===== config.mk =====
export PLATFORM = sky130hd
export DESIGN_NAME = llc_cmd_scheduler
export DESIGN_NICKNAME = d
export VERILOG_FILES = /design/src/rtl/llc_cmd_scheduler.sv
export SDC_FILE = /design/constraint.sdc
export NUM_CORES = 1
export LEC_CHECK = 0
export ABC_AREA = 1
export BUFFER_PORTS_ARGS = -buffer_cell sky130_fd_sc_hd__buf_2
export CORE_ASPECT_RATIO = 1.75
export CORE_UTILIZATION = 25
export DETAILED_ROUTE_END_ITERATION = 10
export GPL_TIMING_DRIVEN = 0
export REMOVE_ABC_BUFFERS = 1
export SLEW_MARGIN = 20
export SYNTH_ARGS = -nofsm -noshare
export SYNTH_HDL_FRONTEND = slang
export SYNTH_SLANG_ARGS = --single-unit

===== constraint.sdc =====
create_clock -name clk -period 3.88 [get_ports clk]
set_input_delay 0.194 -clock clk [delete_from_list [all_inputs] [get_ports clk]]
set_output_delay 0.194 -clock clk [all_outputs]
set_load 0.05 [all_outputs]

===== src/rtl/llc_cmd_scheduler.sv =====
// Trace-command scheduler: buffers trace commands in a small FIFO and dispatches
// them one at a time to the LLC, handling clear/print housekeeping ops locally.
module llc_cmd_scheduler #(
  parameter int ADDR_W   = 32,
  parameter int OFFSET_W = 6,
  parameter int INDEX_W  = 14,
  parameter int DEPTH    = 4,
  localparam int TAG_W   = ADDR_W - INDEX_W - OFFSET_W
) (
  input  logic                clk,
  input  logic                rst_n,
  input  logic                cmd_valid,
  output logic                cmd_ready,
  input  logic [3:0]          cmd_op,
  input  logic [ADDR_W-1:0]   cmd_addr,
  output logic                llc_req_valid,
  input  logic                llc_req_ready,
  output logic [2:0]          llc_req_op,
  output logic [TAG_W-1:0]    llc_req_tag,
  output logic [INDEX_W-1:0]  llc_req_index,
  output logic [OFFSET_W-1:0] llc_req_offset,
  input  logic                llc_done,
  output logic                llc_clear,
  output logic                llc_print,
  output logic                busy,
  output logic [15:0]         cmd_count,
  output logic [15:0]         err_count
);
  localparam int PW = $clog2(DEPTH);
  localparam logic [PW:0] PTR_ONE = 1;

  typedef enum logic [1:0] {IDLE, ISSUE, WAIT_DONE, CLEAR_WAIT} state_t;

  state_t              state_q;
  logic [3:0]          op_mem   [DEPTH];
  logic [ADDR_W-1:0]   addr_mem [DEPTH];
  logic [PW:0]         wr_q, rd_q;
  logic [2:0]          op_q;
  logic [ADDR_W-1:0]   addr_q;
  logic                req_valid_q, clear_q, print_q;
  logic [15:0]         cmd_cnt_q, err_cnt_q;

  logic                empty, full, push, pop;
  logic [3:0]          head_op;
  logic [ADDR_W-1:0]   head_addr;

  assign empty     = (wr_q == rd_q);
  assign full      = (wr_q[PW] != rd_q[PW]) && (wr_q[PW-1:0] == rd_q[PW-1:0]);
  assign push      = cmd_valid && !full;
  // Holding off while print is high keeps back-to-back prints as distinct pulses.
  assign pop       = (state_q == IDLE) && !empty && !print_q;
  assign head_op   = op_mem[rd_q[PW-1:0]];
  assign head_addr = addr_mem[rd_q[PW-1:0]];

  always_ff @(posedge clk) begin
    if (push) begin
      op_mem[wr_q[PW-1:0]]   <= cmd_op;
      addr_mem[wr_q[PW-1:0]] <= cmd_addr;
    end
  end

  always_ff @(posedge clk or negedge rst_n) begin
    if (!rst_n) begin
      state_q     <= IDLE;
      wr_q        <= '0;
      rd_q        <= '0;
      op_q        <= '0;
      addr_q      <= '0;
      req_valid_q <= 1'b0;
      clear_q     <= 1'b0;
      print_q     <= 1'b0;
      cmd_cnt_q   <= '0;
      err_cnt_q   <= '0;
    end else begin
      clear_q <= 1'b0;
      print_q <= 1'b0;
      if (push) wr_q <= wr_q + PTR_ONE;
      case (state_q)
        IDLE: begin
          if (pop) begin
            rd_q   <= rd_q + PTR_ONE;
            op_q   <= head_op[2:0];
            addr_q <= head_addr;
            if (head_op <= 4'd6) begin
              state_q <= ISSUE;
            end else if (head_op == 4'd8) begin
              state_q <= CLEAR_WAIT;
              clear_q <= 1'b1;
            end else if (head_op == 4'd9) begin
              print_q <= 1'b1;
              if (cmd_cnt_q != 16'hFFFF) cmd_cnt_q <= cmd_cnt_q + 16'd1;
            end else begin
              if (err_cnt_q != 16'hFFFF) err_cnt_q <= err_cnt_q + 16'd1;
            end
          end
        end
        // First ISSUE cycle raises valid; request then holds until accepted.
        ISSUE: begin
          if (!req_valid_q) begin
            req_valid_q <= 1'b1;
          end else if (llc_req_ready) begin
            req_valid_q <= 1'b0;
            state_q     <= WAIT_DONE;
          end
        end
        WAIT_DONE, CLEAR_WAIT: begin
          if (llc_done) begin
            state_q <= IDLE;
            if (cmd_cnt_q != 16'hFFFF) cmd_cnt_q <= cmd_cnt_q + 16'd1;
          end
        end
        default: state_q <= IDLE;
      endcase
    end
  end

  assign cmd_ready      = !full;
  assign llc_req_valid  = req_valid_q;
  assign llc_req_op     = op_q;
  assign llc_req_tag    = addr_q[ADDR_W-1:INDEX_W+OFFSET_W];
  assign llc_req_index  = addr_q[INDEX_W+OFFSET_W-1:OFFSET_W];
  assign llc_req_offset = addr_q[OFFSET_W-1:0];
  assign llc_clear      = clear_q;
  assign llc_print      = print_q;
  assign busy           = (state_q != IDLE) || !empty || clear_q || print_q;
  assign cmd_count      = cmd_cnt_q;
  assign err_count      = err_cnt_q;
endmodule

Word level (Yosys, flattened, before mapping)
Memories as Yosys holds them, arrays and structs flattened. A register that Yosys moved wholly into a read port is not among the register bits.
Cells that the tools add are included.
Widths: inputs -> output; s select.
{ "word_totals": {"reg_bits": 46, "ramBits": 144, "input_bits": 41, "out_inout_bits": 72, "wordCells": 83, "mem_count": 2} }
{ "memory_table": {"columns": ["name", "words", "width", "read_ports", "rd_clocked_by_memory_dff", "wr", "line_no", "text"], "rows": [
  ["addr_mem", 4, 32, 1, 1, 1, "36", "logic [ADDR_W-1:0] addr_mem [DEPTH];"],
  ["op_mem", 4, 4, 1, 0, 1, "35", "logic [3:0] op_mem [DEPTH];"]
]} }
{ "op_classes": {"add_sub_neg": 4, "magnitude_cmp": 1, "eq_ne": 18, "mux": 27, "n_bitwise": 3, "reduce_logical": 19} }
{ "ops": {"columns": ["op", "n"], "rows": [
  ["$mux 16", 6],
  ["$add 16x1->16 const B", 2],
  ["$ne 16x16->1 const B", 2],
  ["$pmux 16 s2", 1],
  ["$mux 1", 13],
  ["$mux 2", 6],
  ["$ne 2x2->1 const B", 6],
  ["$reduce_and 6->1", 2],
  ["$eq 4x4->1 const B", 2],
  ["$add 3x1->3 const B", 2],
  ["$pmux 2 s3", 1],
  ["$reduce_and 5->1", 1],
  ["$eq 2x2->1 const B", 2],
  ["$le 4x3->1 const B", 1],
  ["$logic_and 1x1->1", 4],
  ["$logic_not 1->1", 4],
  ["$reduce_bool 2->1", 2],
  ["$eq 3x3->1", 1],
  ["$logic_or 1x1->1", 3],
  ["$ne 3x1->1 const B", 1],
  ["$not 1->1", 3],
  ["$eq 2x1->1 const B", 1],
  ["$eq 2x2->1", 1],
  ["$logic_not 2->1", 1],
  ["other kinds (4)", 4]
]} }

Logic depth before layout (Yosys ltp)
{ "logic_depth": {"word_depth": 7, "depth_mapped": 14, "ltp_nobuf": 12} }

Worst setup path after synthesis
Ideal clock, no wire load.
{ "synth_path": {"path_type": "reg2reg", "start": "reg rd_q[0]", "end": "mem addr_mem[3][0], enable pin", "setup_time_ns": 0.432, "arrival_ns": 3.017, "required_ns": 3.448, "slack_ns": 0.431, "path_stages_with_launch": 6, "n_path_buf": 1, "period_less_slack_ns": 3.449, "path_cell_list": "dfrtp_1 -> buf_6 -> xnor2_2 -> nand3b_1 -> nand2_1 -> nor2_1"} }
{ "synth_via": {"elab_chain_len": 6} }
{ "synth_lines": {"columns": ["element", "line_no", "text"], "rows": [
  ["start: declaration", "37", "logic [PW:0] wr_q, rd_q;"],
  ["start signal: assignment", "81", "rd_q <= rd_q + PTR_ONE;"],
  ["$eq 2x2->1", "48", "assign full = (wr_q[PW] != rd_q[PW]) && (wr_q[PW-1:0] == rd_q[PW-1:0]);"],
  ["$logic_and 1x1->1", "48", null],
  ["$logic_not 1->1", null, null],
  ["net cmd_ready", "13", "output logic cmd_ready,"],
  ["$logic_and 1x1->1", "49", "assign push = cmd_valid && !full;"],
  ["$mux 1", "56", "if (push) begin"],
  ["$mux 1 (implied by the code)", "58", "addr_mem[wr_q[PW-1:0]] <= cmd_addr;"],
  ["end: declaration", "36", null]
]} }
The timed path passes the listed nets, and every way through them passes these cells.

Worst setup path in the final report
{ "layout_path": {"start": "reg rd_q[0]", "end": "reg cmd_cnt_q[2], in the netlist cmd_count[2]"} }
{ "layout_via": {"elab_chain_len": 6, "elab_cells_between_ends": 13, "classes_between": "order compare (1); eq/ne (7); reduce/logical (4); memory (1)"} }
{ "layout_lines": {"columns": ["element", "line_no", "text"], "rows": [
  ["branches (longest 5 deep; another with $mem_v2 4x4)", null, null],
  ["$reduce_and 6->1 (no source line) (*)", null, null],
  ["end signal: assignment", "91", "if (cmd_cnt_q != 16'hFFFF) cmd_cnt_q <= cmd_cnt_q + 16'd1;"],
  ["end signal: assignment", "109", "if (cmd_cnt_q != 16'hFFFF) cmd_cnt_q <= cmd_cnt_q + 16'd1;"],
  ["end: declaration", "41", "logic [15:0] cmd_cnt_q, err_cnt_q;"]
]} }
Every way passes the cells marked *.
A chain may end at the register's enable or synchronous reset.

==> flow_metrics.py <==
metrics = {
    "timing": {
        "rsz0062_at_grt": "false",
        "finalMaxSlewViolations": 0,
        "finClkSkew_ns": 0.0111,
        "worstMarginPinSlew_ns": 0.790,
        "holdWs_ns": 0.166,
        "hold_viol": 0,
        "relSlewSlack": 0.473,
        "finalCritPeriodShare": 0.878,
        "fmax_mhz": 294,
        "setup_viol_count_final": 0,
        "fin_crit_ns": 3.40,
    },
    "clock_tree": {
        "clock-sinks": 222,
        "cts_made_buffers": 23,
        "postCtsSetupRepairBufs": 0,
        "cts_buffer_depth": 3,
        "clk-insertion-delay-late_ns": 0.51,
        "clock-root-buffer": "clkbuf_16",
        "cts_max_level": 1,
        "clkTransAtPathRegs_ns": 0.06,
        "cts_tree": "done",
    },
    "synthesis": {
        "yosysUniqueCellTypes": 34,
        "async_reset_ff_frac": 0.351,
        "avgSynthCellArea_sq_um": 11.8,
        "synth_top_area_cell": "edfxtp_1",
        "syn_inst": 790,
        "netlist_top_cells_area": "edfxtp_1 (46%), dfrtp_1 (21%), nand2_1 (5.4%), nor2_1 (4.0%), mux2_2 (3.9%)",
        "yosys_warnings": 0,
        "synth_area_sq_mm": 0.00931,
        "ys_ff_latch": 222,
        "synth_edf_count": 144,
        "yosys.area.top_type_share": 0.464,
        "synth_commonest_cells": "edfxtp_1 (144), nand2_1 (134), nor2_1 (99), dfrtp_1 (78), o21ai_0 (67)",
        "synth.most_common_cell": "edfxtp_1",
        "ys.flop_type": "edfxtp_1",
        "yosysSeqAreaShare": 0.674,
    },
    "die": {
        "core_sq_mm": 0.0368,
        "start_util": 0.253,
        "die_w_microns": 148,
        "die_h_microns": 257,
        "die_area_sq_mm": 0.0381,
        "ios": 113,
        "rows": 93,
    },
    "grt": {
        "antenna_found_initial": 2,
        "grt_pass1_vias": 6534,
        "grt-ovfl-total": 0,
        "grt_usage": 0.120,
        "grt_pass1_wl_microns": 35400,
        "grt_max_degree": 76,
    },
    "outcome": {
        "outcome": "finished clean",
    },
    "place": {
        "place_inst": 1352,
        "numPortBuffers": 112,
        "gp_congestion": 0.873,
        "place_hpwl_microns": 14300,
    },
    "drt": {
        "drt-wirelength-per-cell_microns": 15.7,
        "antenna_left": 0,
        "viasPerCell": 4.44,
        "drtPass1Iterations": 6,
        "drt_iter0_markers": 172,
        "wl_microns": 22500,
        "drc": 0,
        "vias": 6371,
    },
    "worst_setup_path": {
        "required_ns": 4.25,
        "startpoint_type": "flip-flop",
        "crit_type": "reg -> reg",
        "crit_fanout": 75,
        "cp.arrival_ns": 3.78,
        "end_kind": "flip-flop",
    },
    "final_layout": {
        "finish.net_count": 989,
        "area_growth_pct": 26.3,
        "drive_above_1_share": 0.229,
        "final_util": 0.320,
        "fin_cells": 1434,
        "fillers": 3720,
    },
    "power": {
        "seqPwrFrac": 0.355,
        "comb_power_share": 0.415,
        "p_int_uw": 5870,
        "power_switching_uw": 4090,
        "p_leak_uw": 0.00466,
        "power.share.switching": 0.411,
        "peakVddDrop_uv": 511,
        "p_per_area_mw_per_mm2": 846,
        "clockPowerShare": 0.230,
    },
    "run": {
        "drv_cap": 0,
    },
    "worst_hold_path": {
        "hold_class": "in -> async",
    },
}
[layout make-up]
cell class / count / area (sq um) / share of cell area
tap: 475 / 594 / 0.0505
clock inverter: 13 / 185 / 0.0157
sequential: 222 / 6280 / 0.534
clock buffer: 28 / 594 / 0.0505
inverter: 37 / 146 / 0.0124
multi-input combinational: 496 / 2750 / 0.234
antenna: 2 / 5.00 / 0.000425
timing repair buffer: 161 / 1210 / 0.103
[power groups by stage]
| stage | logic, uW | registers [uW] | clock network, uW |
|---|---|---|---|
| 2_1_floorplan | 1960 | 4410 | 0 |
| 3_3_place_gp | 3770 | 3750 | 0 |
| 3_5_place_dp | 4190 | 3590 | 0 |
| 4_1_cts | 4230 | 3540 | 2370 |
| 5_1_grt | 4510 | 3610 | 2460 |
| 6_report | 4130 | 3530 | 2290 |
[critical path: stages (launching register included)]
cell and delay, ns:
dfrtp_4 0.63, buf_12 0.25, inv_6 0.45, nand2_1 0.15
nand3_1 0.12, nand2_2 0.11, nor2_4 0.16, nand4_1 0.10
nand2_1 0.40, nand2_1 0.58, nand2_1 0.23, o21ai_2 0.07
[metal layers]
layer | vias up | part of all wire | GRT usage
li1 | 3043 | - | -
met1 | 3153 | 0.41 | 0.135
met2 | 136 | 0.53 | 0.222
met3 | 39 | 0.038 | 0.0190
met4 | 0 | 0.028 | 0.0513
met5 | - | 0 | 0
[final timing paths]
path                                        start                  endpoint  slack, ns  depth (start not counted)
setup / recovery              rd_q[0]$_DFFE_PN0P_  cmd_count[2]$_DFFE_PN0P_       0.48                         11
hold reg to reg            state_q[0]$_DFFE_PN0P_    state_q[0]$_DFFE_PN0P_       0.47                          2
hold / removal                              rst_n  err_count[5]$_DFFE_PN0P_       0.17                          2
min in group clk                        cmd_valid       wr_q[0]$_DFFE_PN0P_       0.31                          3
max in group asynchronous                   rst_n    addr_q[13]$_DFFE_PN0P_       3.12                          3
setup reg to reg              rd_q[0]$_DFFE_PN0P_  cmd_count[2]$_DFFE_PN0P_       0.48                         11
[through the flow]
| stage | total power, uW | instance area, sq um | worst slack, ns | TNS [ns] |
|---|---|---|---|---|
| 2_1_floorplan | 6370 | 9140 | -0.409 | -53.04 |
| 3_3_place_gp | 7530 | 10300 | -2.74 | -463.47 |
| 3_5_place_dp | 7770 | 10600 | 0.265 | 0 |
| 4_1_cts | 10100 | 11800 | 0.245 | 0 |
| 5_1_grt | 10600 | 11800 | 0.145 | 0 |
| 6_report | 9950 | 11800 | 0.475 | 0 |
[logic make-up after synthesis]
family,after synthesis,share of synthesized area
flip-flops,222,0.674
XOR/XNOR,35,0.0337
AND/OR/NAND/NOR,316,0.146
adder cells (fa/ha/maj),7,0.00940
multiplexers,32,0.0387
AO/OA/AOI/OAI,106,0.0637
buffers and inverters,72,0.0344
[timing repair]
item,4_1_cts,5_1_grt
endpoints found under the hold margin,220,0
hold buffers,39,0
endpoints found under the setup margin,0,8
resized for setup,0,1
[registers in the layout, indices dropped and copies added, names as in the netlist, 2 cells and up]
register and cells:
llc_req_op 3, cmd_count 16, addr_mem 128, rd_q 3, op_mem 16, wr_q 3, err_count 16, addr_q 32
state_q 2
[cell usage in the layout, fill, tap and decap left out, drive strengths merged, types with 7 or more instances in the layout]
cell         instances
buf                122
clkbuf              28
dfrtp               78
dlygate4sd3         39
edfxtp             144
ha                   7
inv                 40
mux2                32
nand2              142
nand3               56
nand4                7
nor2               102
o21ai               71
o22ai               32
xnor2               21
xor2                14
Note: power is estimated with default switching activity, not from simulation.
